<file path="src/rtl/quad_decoder_if.sv">
// quad_decoder_if -- signal bundle between a quadrature decoder and its user.
// The user drives the encoder channels and the two clear strobes; the decoder
// returns position, speed (period), direction, step strobe and error flag.
// When QUAD_DECODER_INDEX_EN is defined the bundle also carries the z index
// channel and the sticky index_seen flag.
interface quad_decoder_if #(
  parameter int CNT_W = 32,
  parameter int PER_W = 32
);
  logic                    a;
  logic                    b;
  logic                    reset_counts;
  logic                    clear_error;
  logic signed [CNT_W-1:0] total_counts;
  logic        [PER_W-1:0] period;
  logic                    direction;
  logic                    step;
  logic                    error;
`ifdef QUAD_DECODER_INDEX_EN
  logic                    z;
  logic                    index_seen;

  modport master (
    output a, b, z, reset_counts, clear_error,
    input  total_counts, period, direction, step, error, index_seen
  );
  modport slave (
    input  a, b, z, reset_counts, clear_error,
    output total_counts, period, direction, step, error, index_seen
  );
`else
  modport master (
    output a, b, reset_counts, clear_error,
    input  total_counts, period, direction, step, error
  );
  modport slave (
    input  a, b, reset_counts, clear_error,
    output total_counts, period, direction, step, error
  );
`endif
endinterface

</file>
<file path="src/rtl/quad_decoder.sv">
// quad_decoder -- filtered quadrature decoder with position count, step
// period measurement and illegal-transition detection.
//
// Pipeline (edge 0 = first clk_50 edge that samples a new input level):
//   edge 0          sync stage 1
//   edge 1          sync stage 2
//   edge FILT_LEN+1 glitch filter accepts the level
//   edge FILT_LEN+2 decode stage captures the filtered pair
//   edge FILT_LEN+3 count / direction / step / error update
//
// Optional feature: define QUAD_DECODER_INDEX_EN to add the z index channel,
// which zeroes the count on a filtered rising edge and sets index_seen.
// FILT_LEN is meaningful in the range 1..15 (4-bit run counter).
module quad_decoder #(
  parameter int CNT_W    = 32,
  parameter int PER_W    = 32,
  parameter int FILT_LEN = 3,
  parameter int MODE     = 2
) (
  input  logic          clk_50,
  input  logic          reset,
  quad_decoder_if.slave qif
);

  localparam int CH_A = 0;
  localparam int CH_B = 1;
`ifdef QUAD_DECODER_INDEX_EN
  localparam int CH_Z = 2;
  localparam int NCH  = 3;
`else
  localparam int NCH  = 2;
`endif
  // Priming covers FILT_LEN+2 edges after reset; vld_pipe[STAGES] marks its end.
  localparam int               STAGES   = FILT_LEN + 1;
  localparam logic [3:0]       RUN_LAST = 4'(FILT_LEN - 1);
  localparam logic [PER_W-1:0] PER_MAX  = '1;
  localparam logic [PER_W-1:0] PER_ONE  = PER_W'(1);
  localparam logic [CNT_W-1:0] CNT_ONE  = CNT_W'(1);

  logic [NCH-1:0]   raw;
  logic [NCH-1:0]   sync1_q;
  logic [NCH-1:0]   sync2_q;
  logic [NCH-1:0]   filt;
  logic [NCH-1:0]   cur_q;
  logic [NCH-1:0]   prv_q;
  logic [STAGES:0]  vld_pipe;
  logic             priming;

  logic [1:0]       delta;
  logic             legal;
  logic             illegal;
  logic             a_leads;
  logic             counted;

  logic [CNT_W-1:0] cnt_q;
  logic             dir_q;
  logic             step_q;
  logic             err_q;
  logic [PER_W-1:0] timer_q;
  logic [PER_W-1:0] per_q;
  logic             first_seen_q;

  assign raw[CH_A] = qif.a;
  assign raw[CH_B] = qif.b;
`ifdef QUAD_DECODER_INDEX_EN
  logic z_rise;
  logic idx_q;
  assign raw[CH_Z] = qif.z;
`endif

  assign priming = ~vld_pipe[STAGES];

  // Two-flop synchronisers plus the post-reset priming shift register.
  always_ff @(posedge clk_50) begin
    if (reset) begin
      sync1_q  <= '0;
      sync2_q  <= '0;
      vld_pipe <= '0;
    end else begin
      sync1_q  <= raw;
      sync2_q  <= sync1_q;
      vld_pipe <= {vld_pipe[STAGES-1:0], 1'b1};
    end
  end

  // One glitch filter per channel.
  for (genvar c = 0; c < NCH; c++) begin : g_filt
    logic       lvl_q;
    logic [3:0] run_q;

    // Adopt a new level only after FILT_LEN consecutive disagreeing samples;
    // during priming the level follows the synchroniser directly.
    always_ff @(posedge clk_50) begin
      if (reset) begin
        lvl_q <= 1'b0;
        run_q <= '0;
      end else if (priming) begin
        lvl_q <= sync2_q[c];
        run_q <= '0;
      end else if (sync2_q[c] == lvl_q) begin
        run_q <= '0;
      end else if (run_q == RUN_LAST) begin
        lvl_q <= sync2_q[c];
        run_q <= '0;
      end else begin
        run_q <= run_q + 4'd1;
      end
    end

    assign filt[c] = lvl_q;
  end

  // Decode stage: current and previous filtered state. While priming both
  // load the same value so the first real state never looks like a move.
  always_ff @(posedge clk_50) begin
    if (reset) begin
      cur_q <= '0;
      prv_q <= '0;
    end else if (priming) begin
      cur_q <= filt;
      prv_q <= filt;
    end else begin
      cur_q <= filt;
      prv_q <= cur_q;
    end
  end

  // Position of an {a,b} pair around the cycle 00->10->11->01; a step of +1
  // along it is A-leads, -1 is B-leads, 2 means both bits flipped.
  function automatic logic [1:0] phase(input logic av, input logic bv);
    return {bv, av ^ bv};
  endfunction

  assign delta = phase(cur_q[CH_A], cur_q[CH_B]) - phase(prv_q[CH_A], prv_q[CH_B]);

  // Classify the move and apply the decoding mode's counting rule.
  always_comb begin
    legal   = 1'b0;
    illegal = 1'b0;
    a_leads = 1'b0;
    counted = 1'b0;
    if (!priming) begin
      legal   = delta[0];
      illegal = (delta == 2'd2);
      a_leads = (delta == 2'd1);
    end
    case (MODE)
      0:       counted = legal & cur_q[CH_A] & ~prv_q[CH_A];
      1:       counted = legal & (cur_q[CH_A] ^ prv_q[CH_A]);
      default: counted = legal;
    endcase
  end

`ifdef QUAD_DECODER_INDEX_EN
  assign z_rise = ~priming & cur_q[CH_Z] & ~prv_q[CH_Z];
`endif

  // Position count, direction, step strobe and sticky error. reset_counts
  // beats the index, which beats a step; an illegal move beats clear_error.
  always_ff @(posedge clk_50) begin
    if (reset) begin
      cnt_q  <= '0;
      dir_q  <= 1'b0;
      step_q <= 1'b0;
      err_q  <= 1'b0;
    end else begin
      step_q <= counted;
      if (counted) dir_q <= a_leads;
      if (qif.reset_counts) cnt_q <= '0;
`ifdef QUAD_DECODER_INDEX_EN
      else if (z_rise)      cnt_q <= '0;
`endif
      else if (counted)     cnt_q <= a_leads ? cnt_q - CNT_ONE : cnt_q + CNT_ONE;
      if (illegal)              err_q <= 1'b1;
      else if (qif.clear_error) err_q <= 1'b0;
    end
  end

  // Step-to-step timer. The first counted step after reset only restarts it.
  always_ff @(posedge clk_50) begin
    if (reset) begin
      timer_q      <= '0;
      per_q        <= '0;
      first_seen_q <= 1'b0;
    end else if (counted) begin
      timer_q      <= PER_ONE;
      first_seen_q <= 1'b1;
      if (first_seen_q) per_q <= timer_q;
    end else if (timer_q != PER_MAX) begin
      timer_q <= timer_q + PER_ONE;
    end
  end

`ifdef QUAD_DECODER_INDEX_EN
  // Sticky index flag; reset_counts clears it.
  always_ff @(posedge clk_50) begin
    if (reset)                 idx_q <= 1'b0;
    else if (qif.reset_counts) idx_q <= 1'b0;
    else if (z_rise)           idx_q <= 1'b1;
  end
  assign qif.index_seen = idx_q;
`endif

  assign qif.total_counts = cnt_q;
  assign qif.direction    = dir_q;
  assign qif.step         = step_q;
  assign qif.error        = err_q;
  // A saturated timer means the shaft has stalled: report all-ones at once.
  assign qif.period       = (timer_q == PER_MAX) ? PER_MAX : per_q;

endmodule

</file>
<file path="src/flat_wrapper.sv">
// flat-port wrapper written by rule: the top's interface ports become plain ports
module quad_decoder_flat 
#(
  parameter int CNT_W    = 32,
  parameter int PER_W    = 32,
  parameter int FILT_LEN = 3,
  parameter int MODE     = 2
)
  (clk_50, reset, qif_a, qif_b, qif_reset_counts, qif_clear_error, qif_total_counts, qif_period, qif_direction, qif_step, qif_error);
  quad_decoder_if #(.CNT_W(CNT_W), .PER_W(PER_W)) qif_i ();
  input  logic clk_50;
  input  logic reset;
  input wire logic [$bits(qif_i.a)-1:0] qif_a;
  input wire logic [$bits(qif_i.b)-1:0] qif_b;
  input wire logic [$bits(qif_i.reset_counts)-1:0] qif_reset_counts;
  input wire logic [$bits(qif_i.clear_error)-1:0] qif_clear_error;
  output wire logic [$bits(qif_i.total_counts)-1:0] qif_total_counts;
  output wire logic [$bits(qif_i.period)-1:0] qif_period;
  output wire logic [$bits(qif_i.direction)-1:0] qif_direction;
  output wire logic [$bits(qif_i.step)-1:0] qif_step;
  output wire logic [$bits(qif_i.error)-1:0] qif_error;
  assign qif_i.a = qif_a;
  assign qif_i.b = qif_b;
  assign qif_i.reset_counts = qif_reset_counts;
  assign qif_i.clear_error = qif_clear_error;
  assign qif_total_counts = qif_i.total_counts;
  assign qif_period = qif_i.period;
  assign qif_direction = qif_i.direction;
  assign qif_step = qif_i.step;
  assign qif_error = qif_i.error;
  quad_decoder #(.CNT_W(CNT_W), .PER_W(PER_W), .FILT_LEN(FILT_LEN), .MODE(MODE)) u_core (.clk_50(clk_50), .reset(reset), .qif(qif_i));
endmodule
</file>
<file path="config.mk">
export PLATFORM = sky130hd
export DESIGN_NAME = quad_decoder_flat
export DESIGN_NICKNAME = d
export VERILOG_FILES = /design/src/rtl/quad_decoder_if.sv /design/src/rtl/quad_decoder.sv /design/src/flat_wrapper.sv
export SDC_FILE = /design/constraint.sdc
export NUM_CORES = 1
export LEC_CHECK = 0
export ABC_AREA = 1
export BUFFER_PORTS_ARGS = -buffer_cell sky130_fd_sc_hd__buf_2
export CORE_ASPECT_RATIO = 0.7
export CORE_UTILIZATION = 54
export CTS_CLUSTER_DIAMETER = 40
export DETAILED_ROUTE_END_ITERATION = 7
export PLACE_DENSITY_LB_ADDON = 0.08
export SLEW_MARGIN = 5
export SYNTH_ARGS = -nofsm -noshare
export SYNTH_HDL_FRONTEND = slang
export SYNTH_SLANG_ARGS = --single-unit
</file>
<file path="constraint.sdc">
create_clock -name clk_50 -period 2.9 [get_ports clk_50]
set_input_delay 0.58 -clock clk_50 [delete_from_list [all_inputs] [get_ports clk_50]]
set_output_delay 0.58 -clock clk_50 [all_outputs]
set_load 0.005 [all_outputs]
</file>
==> results of run 1 <==
-- registers in the layout (all words and copies together) (netlist names) --
register,cells
u_core.per_q,32
u_core.qif.total_counts,32
u_core.prv_q,2
u_core.g_filt.lvl_q,2
u_core.qif.direction,1
u_core.vld_pipe,5
u_core.sync1_q,2
u_core.sync2_q,2
u_core.first_seen_q,1
u_core.timer_q,32
u_core.g_filt.run_q,8
u_core.cur_q,2
u_core.qif.step,1
u_core.qif.error,1
-- cell usage after synthesis, types with 6 or more instances --
master	n	area, µm²
a21oi_1	62	310
nor3_1	15	75.1
nand4_1	6	37.5
a31oi_1	6	37.5
ha_1	36	450
inv_1	244	916
dfxtp_1	123	2460
o21ai_0	67	335
xor2_1	31	272
nand3_1	61	305
clkbuf_1	22	82.6
nand2_1	352	1320
xnor2_1	12	105
nor2_1	153	574
-- final timing paths --
kind | from | end | slack, ns | depth (start not counted)
worst max register to register | u_core.cur_q[0] | u_core.qif.total_counts[28] | 0.06 | 18
worst max-delay path | u_core.cur_q[0] | u_core.qif.total_counts[28] | 0.06 | 18
worst min-delay path | qif_a | u_core.sync1_q[0] | 0.37 | 3
worst min register to register | u_core.vld_pipe[1] | u_core.vld_pipe[2] | 0.40 | 2
-- power breakdown --
part	leakage (nW)	internal, mW	switching [mW]
Clock	0.296	1.30	0.900
Combinational	3.81	0.0412	0.0662
Sequential	0.995	1.70	0.0128
Total	5.10	3.05	0.979
-- cell type report --
class / instances / area (µm²) / share of cell area
repair buffers: 112 / 689 / 0.0738
well taps: 185 / 231 / 0.0248
multi-input cells: 829 / 4420 / 0.473
inverters: 247 / 932 / 0.0998
flip-flops and latches: 123 / 2470 / 0.264
clock inverters: 15 / 176 / 0.0189
clock buffers: 17 / 425 / 0.0456
-- per-stage QoR --
stage | total power [mW] | cell area (µm²) | setup TNS (ns) | hold WS (ns) | setup slack, ns
finish | 4.03 | 9340 | 0 | 0.374 | 0.0624
global route | 4.14 | 9340 | -1.27 | 0.380 | -0.115
CTS | 4.04 | 9140 | 0 | 0.369 | 0.00623
detailed placement | 1.85 | 8400 | -0.715 | 0.392 | -0.0947
global placement | 1.85 | 8400 | -0.0397 | 0.389 | -0.0198
floorplan | 1.81 | 7610 | -0.0442 | 0.388 | -0.0193
-- tightest hold or removal path, cell delays in order --
cell    delay (ns)
buf_2         0.07
inv_1         0.03
nor2_1        0.06
-- kinds of logic after synthesis --
group	after synthesis	share of synthesized area
compound gates	144	0.0997
xor+xnor	43	0.0496
fa+ha+maj	37	0.0620
buf+inv	275	0.139
flops	123	0.324
simple gates	605	0.325
-- metal layers --
layer / vias to the layer above / track usage / part of all wire
li1: 3966 / - / -
met1: 3387 / 0.432 / 0.52
met2: 224 / 0.407 / 0.40
met3: 17 / 0.0624 / 0.070
met4: 0 / 0.0769 / 0.0097
met5: - / 0 / 0
-- repair_timing --
item,CTS,global route
resized for setup,22,51
endpoints found under the hold margin,0,0
pin swaps,1,1
endpoints found under the setup margin,48,54
==> metrics.txt, run 1 <==
worst ir drop on vdd 0.000531 V; yosys synthesis warning count 0; via count around 7600; CP delay by family, top simple AND/OR/NAND/NOR gates; Final nets roughly 1400; fin cells approximately 1500; post-synthesis cell area 7590 µm²; crit-path cells xnor2_2 > ha_2 > xor2_1 > nand2_1 > nand2_2 > nand2_2 > clkinvlp_4 > buf_12 > ha_2 > nand2_2 > nor2_1 > nand3_1 > nand3b_1 > nand2_2 > nand3_1 > nand3_1 > nand2_1 > inv_1; GRT overflow 0; core area 13400 µm²; post-synthesis sequential area ratio 0.324; final worst path period share 0.978; CP most frequent cell nand2_2; starting density of the core 0.565; # hold bufs at CTS 0; HPWL Detailed between 10000 and 15000 µm; CP Launch Type flop; crit-path max FO 20; Port-buffer cells 72; f_max between 0.3 and 0.4 GHz; max incr delay on CP between 0.3 and 0.4 ns; antenna-violating nets left 0; CTS Buf Count 17; status completed; Die Width about 140 µm; crit path time final about 2.8 ns; vias in the first global route ~6700; arrival time worst endpoint approximately 3.2 ns; commonest non-fill, non-tap cells in the layout nand2_1 (336), inv_1 (242), nor2_1 (144), dfxtp_1 (118), buf_2 (72); WP buf/inv 3; Yosys cell types 39; final setup vio count 0; Setup crit end kind flop; layout overhead on the synthesized area 23.0%; initial antenna violation count 0; first-pass detailed-route iteration total 6; power density cells between 400 and 500 nW/µm²; Final Hold Fails 0; IO Count 73; GPL Wtd Cong 0.973; global-route wire length before repair 32400 µm; routed wire length 20200 µm; Post-CTS Setup Inserts 0; clock sink count 123; H-tree depth 4; vias per cell about 5; clock root cell clkbuf_16; DR iter-0 viols about 570; max-slew violations 0; slowest CP cell ha_2; Clock Skews around 0.013 ns; # DRC 0; max_slew headroom 0.588; die area 14500 µm²; final core utilization 0.695; row count 35; max cap viols 0; Routed wire per std cell around 13 µm; pin count of the biggest net entering global routing between 60 and 70; RSZ-0062 raised after global routing true; asr flop ratio synth 0; WP data required 3.22 ns; Post-Synthesis Cells between 1000 and 1500; CTS tree built; flop and latch count out of synthesis 123; Clk Latency, worst-skew pair ~0.42 ns; diode count 0; worst min path class in2reg; most common cell after layout, fill and taps aside nand2_1; syn_area_per_cell 6.19 µm²; GRT Util Overall 0.286; clock tree buffer depth 2; Die H between 100 and 150 µm; number of enable flip-flop cells after synthesis 0; Lkg Pwr just over 5 nW; synthesized net count roughly 1300; Primary FF master, synth dfxtp_1; Reg clk slew, reported paths about 0.070 ns; placed cell count 1496; worst-margin pin slew just over 0.6 ns; fraction of layout instances using a drive strength above 1 0.166; FILL cells roughly 1200; Setup CP Type reg2reg
Note: power is estimated with default switching activity, not from simulation.
==> run 2: changes to the inputs <==
- CORE_UTILIZATION: 54 -> 40
- clock period: 2.9 -> 3.1 ns (I/O delays scaled with it)
==> metrics.txt, run 2 (synthesized netlist as in run 1, its figures left out) <==
status completed; final core utilization 0.494; final instance area roughly 9000 µm²; initial antenna violation count 0; via count 7309; worst min path class reg2reg; GRT overflow 0; antenna-violating nets left 0; Worst Hold Depth 2; Setup crit end kind flop; max_slew headroom 0.427; Lkg Pwr between 5 and 6 nW; f_max 0.330 GHz; GRT Util Overall 0.215; max-slew violations 0; final worst path period share 0.976; Final nets around 1400; vias per cell 4.70; commonest non-fill, non-tap cells in the layout nand2_1 (340), inv_1 (243), nor2_1 (145), dfxtp_1 (121), buf_2 (72); final setup vio count 0; CP Launch Type flop; core area approximately 18000 µm²; clock tree buffer depth 2; GPL Wtd Cong 0.911; most common cell after layout, fill and taps aside nand2_1; DR iter-0 viols 620; power density cells about 420 nW/µm²; fraction of layout instances using a drive strength above 1 0.131; WHS roughly 0.4 ns; cells on worst reg2reg path 19; diode count 0; pin count of the biggest net entering global routing 65; Setup CP Type reg2reg; # DRC 0; Routed wire per std cell 13.4 µm; WP data required about 3.4 ns; die area just under 20000 µm²; placed cell count about 1500; starting density of the core 0.415; row count a little over 40; worst-margin pin slew between 0.8 and 0.9 ns; vias in the first global route 6148; crit-path max FO 6; Setup WS post-layout roughly 0.074 ns; routed wire length around 21000 µm; fin cells between 1500 and 2000; layout overhead on the synthesized area 19.0%; Final Hold Fails 0; arrival time worst endpoint between 3 and 4 ns; first-pass detailed-route iteration total 5; max cap viols 0; global-route wire length before repair 32800 µm; worst ir drop on vdd 0.000220 V; clock sink count 123; clock root cell clkbuf_16; IO Count between 70 and 80; Die Width between 150 and 200 µm; Clock Skews around 0.0092 ns; H-tree depth 4; Die H 117 µm; crit path time final ~3 ns; Port-buffer cells between 70 and 80; CTS Buf Count 17; Reg clk slew, reported paths about 0.060 ns; pre-CTS setup slack -0.0495 ns; Clk Latency, worst-skew pair roughly 0.42 ns; CTS tree built; FILL cells 1885; HPWL Detailed 15400 µm; placed inst area 8240 µm²
run 2: changes by cell type in the layout (fill, tap and decap cells not counted), moves of 4 or more:
cell     change
ha_4        -15
buf_4       -24
nand2_1      +4
ha_1        +14
o21ai_1      -6
nand2_2      -4
o21ai_0      +6
inv_6        -6
run 2: final timing paths:
kind	slack, ns	from	end
max	0.07	u_core.cur_q[1]	u_core.qif.total_counts[24]
min	0.40	u_core.vld_pipe[2]	u_core.vld_pipe[3]
max reg2reg	0.07	u_core.cur_q[1]	u_core.qif.total_counts[24]
min reg2reg	0.40	u_core.vld_pipe[2]	u_core.vld_pipe[3]
run 2: where the power goes:
| part | internal, mW | switching, mW | total (mW) |
|---|---|---|---|
| logic | 0.0337 | 0.0618 | 0.0955 |
| clock network | 1.32 | 0.765 | 2.09 |
| registers | 1.59 | 0.00973 | 1.60 |
| total | 2.95 | 0.837 | 3.78 |
run 2: area by class of cell:
| class | instances | area (µm²) | area share |
|---|---|---|---|
| Multi-Input combinational cell | 829 | 4190 | 0.463 |
| Sequential cell | 123 | 2460 | 0.273 |
| Inverter | 247 | 933 | 0.103 |
| Timing Repair Buffer | 90 | 551 | 0.0609 |
| Clock buffer | 20 | 467 | 0.0516 |
| Tap cell | 236 | 295 | 0.0327 |
| Clock inverter | 10 | 141 | 0.0156 |
run 2: timing repair:
item                       in CTS  in global routing
buffers inserted                0                  1
pin swaps                       0                  2
hold buffers                    0                  0
hold endpoints to repair        0                  0
resized for setup               2                 41
gates cloned                    0                  3
setup endpoints to repair       2                 23
run 2: per-stage QoR:
| stage | TNS, ns | power [mW] |
|---|---|---|
| floorplan | 0 | 1.70 |
| global placement | 0 | 1.73 |
| detailed placement | -0.0495 | 1.73 |
| CTS | 0 | 3.82 |
| global route | -0.00719 | 3.90 |
| finish | 0 | 3.78 |
run 2: layer usage:
metal / GRT usage / part of all wire / up-vias
met4: 0.0574 / 0.0082 / 0
met3: 0.0367 / 0.051 / 14
met5: 0 / 0 / -
met2: 0.269 / 0.34 / 180
li1: - / - / 3910
met1: 0.356 / 0.60 / 3205
run 2: critical path, stage by stage (launching register included):
cell	delay, ns
dfxtp_2	0.35
xnor2_1	0.13
ha_2	0.20
xor2_1	0.14
nand2_1	0.09
nand2_2	0.07
nand2_2	0.10
clkinv_4	0.10
clkbuf_16	0.18
ha_1	0.36
nand2_1	0.14
nor2_2	0.24
and2_1	0.16
nand2_1	0.05
nand2_1	0.17
nand2_1	0.13
nand3_1	0.09
nand3_1	0.09
nand2_1	0.09
inv_1	0.03
